===== config.mk =====
export PLATFORM = sky130hd
export DESIGN_NAME = program_counter_ctx_flat
export DESIGN_NICKNAME = d
export VERILOG_FILES = /design/src/rtl/program_counter_ctx_if.sv /design/src/rtl/program_counter_ctx.sv /design/src/flat_wrapper.sv
export SDC_FILE = /design/constraint.sdc
export NUM_CORES = 1
export LEC_CHECK = 0
export ABC_AREA = 1
export CORE_MARGIN = 1
export CORE_UTILIZATION = 35
export CTS_CLUSTER_DIAMETER = 60
export DETAILED_ROUTE_END_ITERATION = 10
export SETUP_SLACK_MARGIN = 0.02
export SYNTH_ARGS = -nofsm -noshare
export SYNTH_HDL_FRONTEND = slang
export SYNTH_SLANG_ARGS = --single-unit

===== constraint.sdc =====
create_clock -name clk -period 2.4 [get_ports clk]
set_clock_uncertainty 0.2 [all_clocks]
set_input_delay 0.6 -clock clk [delete_from_list [all_inputs] [get_ports clk]]
set_output_delay 0.6 -clock clk [all_outputs]
set_load 0.1 [all_outputs]

===== src/rtl/program_counter_ctx_if.sv =====
// program_counter_ctx_if
// Bundles the front-end control, context-access and status signals of
// program_counter_ctx.
//   master : drives control/context inputs, observes PC and status
//   slave  : the program counter itself
interface program_counter_ctx_if #(
    parameter int ADDR_WIDTH = 32,
    parameter int CTX_WIDTH  = 2,
    parameter int CNT_WIDTH  = 5
);
    logic                  halt;
    logic                  branch;
    logic                  zero;
    logic                  jump;
    logic                  jump_reg;
    logic [ADDR_WIDTH-1:0] address_jump;
    logic                  exec_proc;
    logic                  change_pc;
    logic                  ctx_write;
    logic [CTX_WIDTH-1:0]  ctx_sel;
    logic [ADDR_WIDTH-1:0] pc_in;
    logic [ADDR_WIDTH-1:0] pc_out;
    logic [CNT_WIDTH-1:0]  pc_counter;
    logic [CTX_WIDTH-1:0]  cur_ctx;
    logic [ADDR_WIDTH-1:0] saved_pc;
    logic                  quantum_expired;

    modport master (
        output halt, branch, zero, jump, jump_reg, address_jump, exec_proc,
               change_pc, ctx_write, ctx_sel, pc_in,
        input  pc_out, pc_counter, cur_ctx, saved_pc, quantum_expired
    );

    modport slave (
        input  halt, branch, zero, jump, jump_reg, address_jump, exec_proc,
               change_pc, ctx_write, ctx_sel, pc_in,
        output pc_out, pc_counter, cur_ctx, saved_pc, quantum_expired
    );
endinterface


===== src/rtl/program_counter_ctx.sv =====
// program_counter_ctx
// Multi-context fetch PC with a user-mode time-slice quantum. When the
// quantum runs out, the PC that would have been fetched next is saved in the
// active context slot and fetch vectors to KERNEL_VECTOR. Kernel code can
// write/read slots and restore (switch to) a context.
// Ports:
//   clk  : rising-edge clock
//   rst  : synchronous active-high reset
//   bus  : program_counter_ctx_if.slave (control in, pc/status out)
module program_counter_ctx #(
    parameter int                    ADDR_WIDTH    = 32,
    parameter int                    NUM_CTX       = 4,
    parameter int                    CTX_WIDTH     = 2,
    parameter int                    QUANTUM       = 32,
    parameter int                    CNT_WIDTH     = 5,
    parameter logic [ADDR_WIDTH-1:0] RESET_VECTOR  = '0,
    parameter logic [ADDR_WIDTH-1:0] KERNEL_VECTOR = ADDR_WIDTH'(16)
) (
    input  logic                   clk,
    input  logic                   rst,
    program_counter_ctx_if.slave   bus
);
    localparam logic [CNT_WIDTH-1:0] Q_LAST = CNT_WIDTH'(QUANTUM - 1);

    logic [NUM_CTX-1:0][ADDR_WIDTH-1:0] slots;
    logic [ADDR_WIDTH-1:0] pc;
    logic [CNT_WIDTH-1:0]  cnt;
    logic [CTX_WIDTH-1:0]  cur_ctx;
    logic                  expired_q;

    logic                  sel_valid;
    logic [ADDR_WIDTH-1:0] sel_rd;
    logic [ADDR_WIDTH-1:0] cand;
    logic                  advance;
    logic                  counted;
    logic                  expire;

    // Slot read by decode so an out-of-range ctx_sel reads 0 and is
    // recognisable for the ChangePc / write-ignore cases.
    always_comb begin
        sel_valid = 1'b0;
        sel_rd    = '0;
        for (int i = 0; i < NUM_CTX; i++) begin
            if (bus.ctx_sel == CTX_WIDTH'(i)) begin
                sel_valid = 1'b1;
                sel_rd    = slots[i];
            end
        end
    end

    // Candidate next PC; ChangePc is a restore, not an advance.
    always_comb begin
        cand    = pc;
        advance = 1'b0;
        if (bus.change_pc) begin
            if (!sel_valid)         cand = RESET_VECTOR;
            else if (bus.ctx_write) cand = bus.pc_in;   // write bypass
            else                    cand = sel_rd;
        end else if ((bus.branch && bus.zero) || bus.jump || bus.jump_reg) begin
            cand    = bus.address_jump;
            advance = 1'b1;
        end else if (!bus.halt) begin
            cand    = pc + ADDR_WIDTH'(1);
            advance = 1'b1;
        end
    end

    assign counted = advance && !bus.exec_proc;
    assign expire  = counted && (cnt == Q_LAST);

    always_ff @(posedge clk) begin
        if (rst) begin
            pc        <= RESET_VECTOR;
            cnt       <= '0;
            cur_ctx   <= '0;
            expired_q <= 1'b0;
            slots     <= '0;
        end else begin
            expired_q <= expire;
            if (bus.change_pc) begin
                pc      <= cand;
                cur_ctx <= bus.ctx_sel;
                cnt     <= '0;
            end else if (expire) begin
                pc  <= KERNEL_VECTOR;
                cnt <= '0;
            end else begin
                pc <= cand;
                if (counted) cnt <= cnt + CNT_WIDTH'(1);
            end
            // Expiry save takes precedence over a kernel write to the same slot.
            for (int i = 0; i < NUM_CTX; i++) begin
                if (expire && cur_ctx == CTX_WIDTH'(i))
                    slots[i] <= cand;
                else if (bus.ctx_write && bus.ctx_sel == CTX_WIDTH'(i))
                    slots[i] <= bus.pc_in;
            end
        end
    end

    assign bus.pc_out          = pc;
    assign bus.pc_counter      = cnt;
    assign bus.cur_ctx         = cur_ctx;
    assign bus.saved_pc        = sel_rd;
    assign bus.quantum_expired = expired_q;
endmodule

===== src/flat_wrapper.sv =====
// flat-port wrapper written by rule: the top's interface ports become plain ports
module program_counter_ctx_flat 
#(
    parameter int                    ADDR_WIDTH    = 32,
    parameter int                    NUM_CTX       = 4,
    parameter int                    CTX_WIDTH     = 2,
    parameter int                    QUANTUM       = 32,
    parameter int                    CNT_WIDTH     = 5,
    parameter logic [ADDR_WIDTH-1:0] RESET_VECTOR  = '0,
    parameter logic [ADDR_WIDTH-1:0] KERNEL_VECTOR = ADDR_WIDTH'(16)
)
  (clk, rst, bus_halt, bus_branch, bus_zero, bus_jump, bus_jump_reg, bus_address_jump, bus_exec_proc, bus_change_pc, bus_ctx_write, bus_ctx_sel, bus_pc_in, bus_pc_out, bus_pc_counter, bus_cur_ctx, bus_saved_pc, bus_quantum_expired);
  program_counter_ctx_if #(.ADDR_WIDTH(ADDR_WIDTH), .CTX_WIDTH(CTX_WIDTH), .CNT_WIDTH(CNT_WIDTH)) bus_i ();
  input  logic clk;
  input  logic rst;
  input wire logic [$bits(bus_i.halt)-1:0] bus_halt;
  input wire logic [$bits(bus_i.branch)-1:0] bus_branch;
  input wire logic [$bits(bus_i.zero)-1:0] bus_zero;
  input wire logic [$bits(bus_i.jump)-1:0] bus_jump;
  input wire logic [$bits(bus_i.jump_reg)-1:0] bus_jump_reg;
  input wire logic [$bits(bus_i.address_jump)-1:0] bus_address_jump;
  input wire logic [$bits(bus_i.exec_proc)-1:0] bus_exec_proc;
  input wire logic [$bits(bus_i.change_pc)-1:0] bus_change_pc;
  input wire logic [$bits(bus_i.ctx_write)-1:0] bus_ctx_write;
  input wire logic [$bits(bus_i.ctx_sel)-1:0] bus_ctx_sel;
  input wire logic [$bits(bus_i.pc_in)-1:0] bus_pc_in;
  output wire logic [$bits(bus_i.pc_out)-1:0] bus_pc_out;
  output wire logic [$bits(bus_i.pc_counter)-1:0] bus_pc_counter;
  output wire logic [$bits(bus_i.cur_ctx)-1:0] bus_cur_ctx;
  output wire logic [$bits(bus_i.saved_pc)-1:0] bus_saved_pc;
  output wire logic [$bits(bus_i.quantum_expired)-1:0] bus_quantum_expired;
  assign bus_i.halt = bus_halt;
  assign bus_i.branch = bus_branch;
  assign bus_i.zero = bus_zero;
  assign bus_i.jump = bus_jump;
  assign bus_i.jump_reg = bus_jump_reg;
  assign bus_i.address_jump = bus_address_jump;
  assign bus_i.exec_proc = bus_exec_proc;
  assign bus_i.change_pc = bus_change_pc;
  assign bus_i.ctx_write = bus_ctx_write;
  assign bus_i.ctx_sel = bus_ctx_sel;
  assign bus_i.pc_in = bus_pc_in;
  assign bus_pc_out = bus_i.pc_out;
  assign bus_pc_counter = bus_i.pc_counter;
  assign bus_cur_ctx = bus_i.cur_ctx;
  assign bus_saved_pc = bus_i.saved_pc;
  assign bus_quantum_expired = bus_i.quantum_expired;
  program_counter_ctx #(.ADDR_WIDTH(ADDR_WIDTH), .NUM_CTX(NUM_CTX), .CTX_WIDTH(CTX_WIDTH), .QUANTUM(QUANTUM), .CNT_WIDTH(CNT_WIDTH), .RESET_VECTOR(RESET_VECTOR), .KERNEL_VECTOR(KERNEL_VECTOR)) u_core (.clk(clk), .rst(rst), .bus(bus_i));
endmodule

==> impl_metrics.toml <==
[min_path]
hold_class = "flip-flop to flip-flop"
hold_path_depth = 2

[synth]
synth.distinct_cells = 40
syn-cell-area_um2 = 9650
ys_ff_latch = 168
yosysSeqAreaShare_pct = 34.9
syn_avg_cell_area_um2 = 6.40
yosysWarnings = 0
synth_edf_count = 0
syn_inst = 1508
synth_area_leaders = "dfxtp_1, nand2_1, o21ai_0"
async_flop_share_pct = 0
synth_fp_nets = 1587
synth-main-ff-cell = "dfxtp_1"
synth_largest_area_cell = "dfxtp_1"
yosysTopAreaCellShare_pct = 34.9

[placement]
port_buffers = 147
place_area_um2 = 13400
dp_hpwl_um = 29400
gp_congestion = 0.960

[detailed_routing]
drtIter0Drc = 1740
antenna_left = 0
drc = 0
routedWlPerCell_um = 20.0
routed_wl_um = 42700
drtPass1Iterations = 6
vias = 12000
via_per_inst = 5.60

[status]
status = "finished with violations"
violations = "setup timing"

[setup_path]
crit_buf_inv = 4
cp_max_fo = 7
crit_path_end_kind = "primary output"
path_cells = "buf_12 -> nor2_4 -> buf_6 -> buf_12 -> nand2_4 -> a31oi_4 -> buf_12"
crit_cells = 7
cpPeakStageDelay_ps = 220
critical_path.top_delay_family = "buffers and inverters"
critPathSlowestCell = "a31oi_4"
critical_path.most_common_cell = "buf_12"
cp_data_required_time_ps = 1600
startpoint_type = "primary input"
r2r_cells = 12
crit_type = "primary input to primary output"
arrival_ps = 1710

[timing]
fmax_mhz = 398
slew_headroom_pct = 62.0
maxSlewViolCount = 0
period_share_pct = 105
hold_viol_final = 0
setup_viol = 31
period_needed_ps = 2510
fin_hold_ws_ps = 283
rsz0062_at_grt = "true"
setup_slack_ps = -110
tightest_slew_ps = 564

[power]
power.internal_mw = 5.20
p_sw_share_pct = 36.8
power_mw = 8.22
vdd_drop_max_uv = 472
p_leak_nw = 6.29
clockPowerShare_pct = 32.8
pwr-share-seq_pct = 37.5
power.share.combinational_pct = 29.8
p_sw_mw = 3.03
power_density_nw_per_um2 = 549

[global_routing]
grt_start_max_net_pins = 57
grt_overflow_total = 0
grt_pass1_vias = 11100
grt_usage_pct = 29.4
antenna_found_initial = 0
grt_pass1_wl_um = 63600

[floorplanning]
die_h_um = 168
ioPinCount = 148
dieArea_um2 = 28200
initial_core_util_pct = 35.7
die_x_um = 168
core_area_um2 = 27000
num_rows = 60

[clock_network]
cts_buffer_depth = 2
clkLatencyLatePin_ps = 440
clk_pin_slew_ps = 70
cts_htree_levels = 4
hold_buffers = 0
clkSinkCount = 168
cts_tree = "built"
root_buffer = "clkbuf_16"
cts_buffers = 17

[job]
drv_cap = 0

[final_layout]
antenna_cells = 0
drive_gt1_share_pct = 28.4
fill_cells = 2522
layout.nets = 1863
stdcell_area_um2 = 15000
syn_to_final_growth_pct = 55.2
-- cell type report --
cell class / instances / area, um^2 / area share, %
multi-input cells: 1125 / 6250 / 41.7
well taps: 341 / 427 / 2.85
flip-flops and latches: 168 / 3410 / 22.7
repair buffers: 355 / 3830 / 25.6
inverters: 117 / 503 / 3.36
clock buffers: 17 / 425 / 2.84
clock inverters: 15 / 135 / 0.902
-- per-stage QoR --
step	TNS, ps	util (%)	std cells	setup slack [ps]
final	-1580	55.4	2138	-110
after global routing	-2420	55.4	2138	-125
after CTS	-4850	53.8	2125	-191
after detailed placement	-78360	49.7	2078	-611
after global placement	-74490	49.7	2078	-599
after floorplan	-4610	-	1508	-626
-- Yosys cell counts, types with 4 or more instances --
cell	number
buf_6	5
nor3_1	4
buf_4	6
o211ai_2	5
nand3b_1	5
buf_2	39
nor2_1	120
nand2_1	374
a31oi_1	41
nand3_2	5
xnor2_1	6
nand2_2	6
a21oi_1	129
xor2_1	6
o22ai_1	14
o211ai_1	15
dfxtp_1	168
nand3_1	67
inv_2	9
clkbuf_1	45
o21ai_1	42
nor2_2	8
inv_1	104
nand4_1	5
o21ai_0	253
-- cell usage in the layout, fill, tap and decap left out, types with 6 or more instances in the layout --
master / count
nand2_1: 346
o21ai_0: 220
buf_4: 193
dfxtp_1: 138
a21oi_1: 129
nor2_1: 111
inv_1: 88
clkdlybuf4s50_1: 69
buf_12: 66
nand3_1: 51
a31oi_1: 41
o21ai_1: 39
dfxtp_2: 28
o21ai_4: 25
clkinvlp_4: 19
clkbuf_16: 18
nand2_2: 17
nand2_4: 17
o211ai_1: 15
buf_6: 14
nor2_2: 13
o21ai_2: 13
o22ai_4: 13
nand3_4: 11
nand3_2: 10
inv_2: 9
nor2_4: 7
xor2_1: 6
xnor2_1: 6
inv_8: 6
-- worst register-to-register path: cells and delay by family (launching register included) --
family	cells	cell delay, ps
buffers and inverters	2	90
adders and majority gates	1	180
DFF	1	380
AOI/OAI and AO/OA	1	180
and+or+nand+nor	8	1120
-- layer usage --
layer | vias to the layer above | GRT usage (%) | part of all wire (%)
met5 | - | 0 | 0
li1 | 5597 | - | -
met2 | 728 | 45.6 | 45
met3 | 95 | 5.81 | 10
met4 | 0 | 11.5 | 2.6
met1 | 5557 | 40.0 | 42
-- power by group through the flow --
| stage | Sequential [mW] | Combinational, mW | Clock, mW |
|---|---|---|---|
| 6_report | 3.08 | 2.45 | 2.70 |
| 5_1_grt | 3.09 | 2.56 | 2.81 |
| 4_1_cts | 3.06 | 2.36 | 2.71 |
| 3_5_place_dp | 3.12 | 2.25 | 0 |
| 3_3_place_gp | 3.12 | 2.24 | 0 |
| 2_1_floorplan | 3.40 | 1.02 | 0 |
-- logic make-up after synthesis --
kind of cell	Yosys count	share of synthesized area, %
XOR/XNOR	12	1.09
AND/OR/NAND/NOR	607	26.4
buffers and inverters	215	9.53
flip-flops	168	34.9
AO/OA/AOI/OAI	503	27.8
adder cells (fa/ha/maj)	3	0.389
-- sequential cells by signal, indices dropped and copies added, names as in the netlist --
signal	count
u_core.bus.pc_out	32
u_core.slots	128
u_core.bus.pc_counter	5
u_core.bus.cur_ctx	2
u_core.bus.quantum_expired	1
-- worst paths after layout --
kind	start	endpoint	slack, ps
setup reg to reg	u_core.bus.pc_out[0]$_SDFF_PP0_	u_core.slots[16]$_SDFFE_PP0P_	150
hold / removal	u_core.bus.pc_counter[4]$_SDFFE_PP0P_	u_core.bus.pc_counter[4]$_SDFFE_PP0P_	280
hold reg to reg	u_core.bus.pc_counter[4]$_SDFFE_PP0P_	u_core.bus.pc_counter[4]$_SDFFE_PP0P_	280
setup / recovery	bus_ctx_sel[0]	bus_saved_pc[4]	-110
-- what timing repair did --
item                                    CTS  global route
pin swaps                                30            12
setup buffers                            13            15
gates resized for setup                 102            89
endpoints found under the setup margin   72           139
gates cloned                              4             1
No activity file was read; power rests on OpenSTA's default activity.
